## config.mk

```make
export PLATFORM = sky130hd
export DESIGN_NAME = fa_4bits_accum
export DESIGN_NICKNAME = d
export VERILOG_FILES = /design/src/rtl/fa_4bits_accum.sv
export SDC_FILE = /design/constraint.sdc
export NUM_CORES = 1
export LEC_CHECK = 0
export BUFFER_PORTS_ARGS = -buffer_cell sky130_fd_sc_hd__buf_2
export CORE_MARGIN = 3
export CORE_UTILIZATION = 52
export CTS_CLUSTER_DIAMETER = 150
export DETAILED_ROUTE_END_ITERATION = 10
export PLACE_DENSITY_LB_ADDON = 0.1
export SLEW_MARGIN = 30
export SYNTH_ARGS = -nofsm -noshare
export SYNTH_HDL_FRONTEND = slang
export SYNTH_SLANG_ARGS = --single-unit
```

## constraint.sdc

```tcl
create_clock -name clk -period 6.4 [get_ports clk]
set_input_delay 0.64 -clock clk [delete_from_list [all_inputs] [get_ports clk]]
set_output_delay 0.64 -clock clk [all_outputs]
set_load 0.1 [all_outputs]
```

## src/rtl/fa_4bits_accum.sv

```systemverilog
// fa_4bits_accum: packet accumulator on a 4-bit ripple adder, counting its carry-outs
// to recover the exact packet total over a valid/ready result handshake.
module fa_4bits (
   input  logic [3:0] i0,
   input  logic [3:0] i1,
   input  logic       cin,
   output logic [3:0] sum,
   output logic       cout
);
   logic [4:0] c;
   genvar i;
   assign c[0] = cin;
   for (i = 0; i < 4; i++) begin : g_fa
      assign sum[i]   = i0[i] ^ i1[i] ^ c[i];
      assign c[i + 1] = (i0[i] & i1[i]) | (c[i] & (i0[i] ^ i1[i]));
   end
   assign cout = c[4];
endmodule

module fa_4bits_accum #(
   parameter int MAX_OPS = 8,
   parameter int CNT_W   = 3
) (
   input  logic               clk,
   input  logic               rst_n,
   input  logic               in_valid,
   output logic               in_ready,
   input  logic [3:0]         in_data,
   input  logic               in_last,
   output logic               out_valid,
   input  logic               out_ready,
   output logic [3:0]         out_sum,
   output logic [CNT_W-1:0]   out_carry,
   output logic [CNT_W+3:0]   out_total,
   output logic               out_trunc
);
   localparam logic ACC  = 1'b0;
   localparam logic HOLD = 1'b1;
   logic             state;
   logic [3:0]       acc, fa_sum;
   logic             fa_cout;
   logic [CNT_W-1:0] carry, op_cnt;
   logic             trunc, beat, at_max;
   fa_4bits u_fa (.i0(acc), .i1(in_data), .cin(1'b0), .sum(fa_sum), .cout(fa_cout));
   assign in_ready  = state == ACC;
   assign out_valid = state == HOLD;
   assign beat      = in_valid & in_ready;
   assign at_max    = op_cnt == CNT_W'(MAX_OPS - 1);
   assign out_sum   = acc;
   assign out_carry = carry;
   assign out_total = {carry, acc};
   assign out_trunc = trunc;
   always_ff @(posedge clk or negedge rst_n) begin
      if (!rst_n) begin
         state  <= ACC;
         acc    <= '0;
         carry  <= '0;
         op_cnt <= '0;
         trunc  <= 1'b0;
      end else if (beat) begin
         acc    <= fa_sum;
         carry  <= carry + CNT_W'(fa_cout);
         op_cnt <= op_cnt + 1'b1;
         if (in_last | at_max) begin
            state <= HOLD;
            trunc <= ~in_last;
         end
      end else if (out_valid & out_ready) begin
         state  <= ACC;
         acc    <= '0;
         carry  <= '0;
         op_cnt <= '0;
         trunc  <= 1'b0;
      end
   end
endmodule

```

### Word level (Yosys, flattened, before mapping)

Index checks and enable logic that the tools add are counted.

* register bits: 12
* input bits: 9
* output and inout bits: 17
* logic and storage cells: 43

* add/subtract/negate cells: 2
* equal/unequal tests: 2
* multiplexer cells: 10
* bitwise operators: 22
* reductions and logical operators: 2

Operator list (number)
* 1-bit bitwise AND: 9
* 3-bit two-way mux: 3
* 4-bit two-way mux: 2
* 1-bit XOR: 7
* 1-bit two-way mux: 5
* 1-bit OR: 4
* 3-bit by 1-bit adder with 3-bit output: 1
* 3-bit by 1-bit adder with 3-bit output, second input constant: 1
* 3-bit == test, second input constant: 1
* 2-bit by 1-bit != test with 1-bit output, second input constant: 1
* 1-bit inverter: 2
* 2-bit AND reduction: 1
* 2-bit nonzero test: 1

### Logic depth before layout (Yosys ltp)

* word-level depth: 9
* mapped depth: 11
* gate-level depth less buffers: 11

### Cells and area by module

From an unflattened synthesis, not the netlist that was laid out.

* cell total of the unflattened synthesis: 72
* area total of the unflattened synthesis: 813.3 sq um

Modules (own cells, without submodules)
* fa_4bits_accum: times used 1, cells each 58, area an instance 695.7 sq um, seq. area each 300.3 sq um
* fa_4bits: times used 1, cells each 14, area an instance 117.6 sq um, seq. area each 0.0 sq um

### Worst setup path before layout

OpenSTA, ideal clock, no wires.

* path kind: register to register
* start: reg acc[0] (netlist: out_sum[0])
* end: reg carry[2] (netlist: out_carry[2])
* setup time: 83 ps
* data arrival time: 2818 ps
* required time: 6317 ps
* setup slack: 3499 ps
* stages on the path, launching flop included: 12
* buffers on the path: 0
* period minus slack after synthesis: 2901 ps
* path through: dfrtp_1 ha_1 inv_1 fa_1 fa_1 inv_1 fa_1 ha_1 ha_1 nand2_1 xor2_1 o21ai_0

* longest elaborated chain between the ends: 9

RTL lines
* start: declaration: RTL line 40 `logic [3:0] acc, fa_sum;`
* start signal: assignment: RTL line 61 `acc <= fa_sum;`
* 1-bit bitwise AND (2 in series): RTL line 15 `assign c[i + 1] = (i0[i] & i1[i]) | (c[i] & (i0[i] ^ i1[i]));`
* 1-bit OR: RTL line 15
* 1-bit bitwise AND: RTL line 15
* 1-bit OR: RTL line 15
* 1-bit bitwise AND: RTL line 15
* 1-bit OR: RTL line 15
* 3-bit by 1-bit adder with 3-bit output: RTL line 62 `carry <= carry + CNT_W'(fa_cout);`
* 3-bit two-way mux: RTL line 60 `end else if (beat) begin`
* end signal: assignment: RTL line 62
* end: declaration: RTL line 42 `logic [CNT_W-1:0] carry, op_cnt;`

Every way passes these cells.
A chain may end at the register's enable or synchronous reset.

### Final worst setup path

* start: in in_data[0]
* end: reg carry[1] (netlist: out_carry[1])

* longest elaborated chain between the ends: 9

RTL lines
* start: declaration: RTL line 28 `input logic [3:0] in_data,`
* 1-bit bitwise AND (2 in series): RTL line 15
* 1-bit OR: RTL line 15
* 1-bit bitwise AND: RTL line 15
* 1-bit OR: RTL line 15
* 1-bit bitwise AND: RTL line 15
* 1-bit OR: RTL line 15
* 3-bit by 1-bit adder with 3-bit output: RTL line 62
* 3-bit two-way mux: RTL line 60

Every way passes these cells.

==> out/qor.csv <==
stage;metric;value;unit
cells_and_area;share of cells above drive strength 1;35.5;%
sta;Max-slew headroom;68.2;%
min_path;Worst Hold Class;input pin to async pin;
critical_path;critical path arrival;2.43;ns
detailed_routing;remaining antenna violation count;0;
cells_and_area;Area Growth Syn to Fin;12.1;%
clocking;CTS Buffer Depth;2;
critical_path;CP startpoint kind;input pin;
critical_path;Critical Path RT;6.55;ns
global_route;initial antenna violation count;0;
synth;mapped cell area;773;um^2
sta;Final min period;2.28;ns
detailed_routing;drt initial violations;2;
run;max-cap violations;0;
detailed_routing;drt drc;0;
cells_and_area;Multi-input gate area;360;um^2
synth;Seq cells post-synth;12;
placement;Post-DP HPWL;990;um
detailed_routing;vias;551;
clocking;CTS tree;done;
clocking;Post CTS Setup Buffer Count;0;
sta;period utilization;35.7;%
global_route;global-route wire length before repair;2190;um
detailed_routing;Pre-Repair DR Iteration Count;2;
critical_path;critical path class;input pin to flop;
placement;PortBufs;25;
synth;synthesized netlist cell count;74;
cells_and_area;Antenna Cells;0;
global_route;vias in the first global route;500;
outcome;status;finished clean;
detailed_routing;wire per inst;12.4;um
clocking;Num CTS Buffers;3;
synth;Post-Synthesis Mean Instance Area;10.4;um^2
synth;Post-Syn Nets;91;
sta;Worst Skew;0.000497;ns
synth;Synth cell types;19;
critical_path;crit path max fanout;1;
sta;FMAX;438;MHz
clocking;CTS sink cnt;12;
clocking;Root Buffer;clkbuf_4;
cells_and_area;final core utilization;64.2;%
floorplanning;total core area;1350;um^2
clocking;Worst-Skew Late Latency;0.27;ns
clocking;CTS hold repair buffers;0;
floorplanning;io pins;26;
floorplanning;DIE AREA;1990;um^2
clocking;H-Tree Depth;1;
global_route;gr usage total;15.9;%
sta;Worst-Margin Slew;0.477;ns
synth;Ys Warns;0;
sta;RSZ-0062 raised after global routing;false;
floorplanning;initial core utilization;57.3;%
cells_and_area;# fillers;114;
cells_and_area;commonest non-fill, non-tap cell in the layout;buf_2;
sta;Setup Total Neg Slack;0;ns
placement;Cell Area, Placed;831;um^2
floorplanning;Die Wd;44.6;um
sta;Final Hold Viols;0;
clocking;cts repair resizes;0;
placement;routability cong.;0.715;
cells_and_area;Finished Cell Area;867;um^2
floorplanning;row cnt;13;
synth;sequential-to-total area share from yosys stat;38.8;%
detailed_routing;Via density;5.10;
clocking;clk slew on worst S/H paths;0.08;ns
detailed_routing;Detailed Route WL;1340;um
cells_and_area;fin nets;111;
cells_and_area;most frequent cells in the layout;25 x buf_2, 12 x dfrtp_1, 11 x nand2_1, 8 x mux2i_1;
global_route;largest net degree at the start of global routing;14;
cells_and_area;FF+latch area;300;um^2
sta;setup violators final;0;
global_route;GR Overflow Total;0;
critical_path;CP endpoint kind;flop;
floorplanning;Die Ht;44.6;um
sta;Max Slew Vio Count;0;
logic make-up after synthesis:
| logic type | synth area share [%] |
|---|---|
| buffers and inverters | 14.6 |
| AO/OA/AOI/OAI | 11.2 |
| AND/OR/NAND/NOR | 8.09 |
| flip-flops | 38.8 |
| multiplexers | 10.4 |
| adder cells (fa/ha/maj) | 15.9 |
| XOR/XNOR | 1.13 |
flip-flops by register name (all words and copies together), names as in the netlist:
register,cells
out_carry,3
out_sum,4
out_valid,1
out_trunc,1
op_cnt,3
worst max-delay path: stages:
cell and delay (ns):
buf_2 0.08, ha_1 0.14, inv_1 0.05, fa_1 0.37, fa_1 0.36, inv_1 0.07
fa_1 0.16, ha_1 0.14, ha_1 0.22, mux2i_1 0.13, o21ai_1 0.07
per-stage QoR:
stage                     worst slack [ns]  hold WS, ns  std cells
after floorplan                       3.50        0.344         74
after global placement                3.85        0.498        104
after detailed placement              3.83        0.491        104
after CTS                             4.11        0.234        108
after global routing                  3.93        0.232        108
final                                 4.12        0.233        108
cell type report:
| class | instances | share of cell area (%) |
|---|---|---|
| multi-input combinational | 45 | 41.6 |
| sequential | 12 | 34.6 |
| timing repair buffer | 25 | 14.4 |
| clock buffer | 4 | 4.18 |
| inverter | 7 | 3.03 |
| tap | 15 | 2.16 |
cells in the mapped netlist:
cell type / instances / share of area [%]
a22o_1: 1 / 1.1
ha_1: 5 / 8.1
o21ai_2: 1 / 1.1
a21oi_1: 1 / 0.65
o21ai_1: 6 / 3.9
o31ai_2: 1 / 1.6
nand2_1: 11 / 5.3
xor2_1: 1 / 1.1
inv_1: 6 / 2.9
mux2i_1: 8 / 10
inv_2: 1 / 0.48
buf_6: 3 / 4.4
o22ai_1: 1 / 0.81
nor2b_4: 1 / 1.8
nor2_1: 2 / 0.97
buf_4: 7 / 6.8
o21ai_0: 3 / 1.9
fa_1: 3 / 7.8
dfrtp_1: 12 / 39
worst paths after layout:
kind	slack (ns)	from	to	cells after the start
worst max-delay path	4.12	in_data[0]	out_carry[1]	11
min in group clk	0.51	op_cnt[0]	op_cnt[0]	1
worst min-delay path	0.23	rst_n	out_valid	1
max in group asynchronous	5.95	rst_n	op_cnt[1]	1
worst max register to register	4.12	out_sum[0]	out_carry[1]	10
worst min register to register	0.51	op_cnt[0]	op_cnt[0]	1
routing by layer:
metal	part of all wire [%]	GRT usage [%]	up-vias	wire [um]
met4	2.0	10.2	0	27
met5	0	0	-	0
met3	7.7	3.66	4	103
li1	-	-	279	-
met1	47	21.7	250	634
met2	43	22.3	18	576
Power is left out: the tool's default activity adds up to more than one toggle a clock period on the data nets, which glitch-free logic cannot reach.
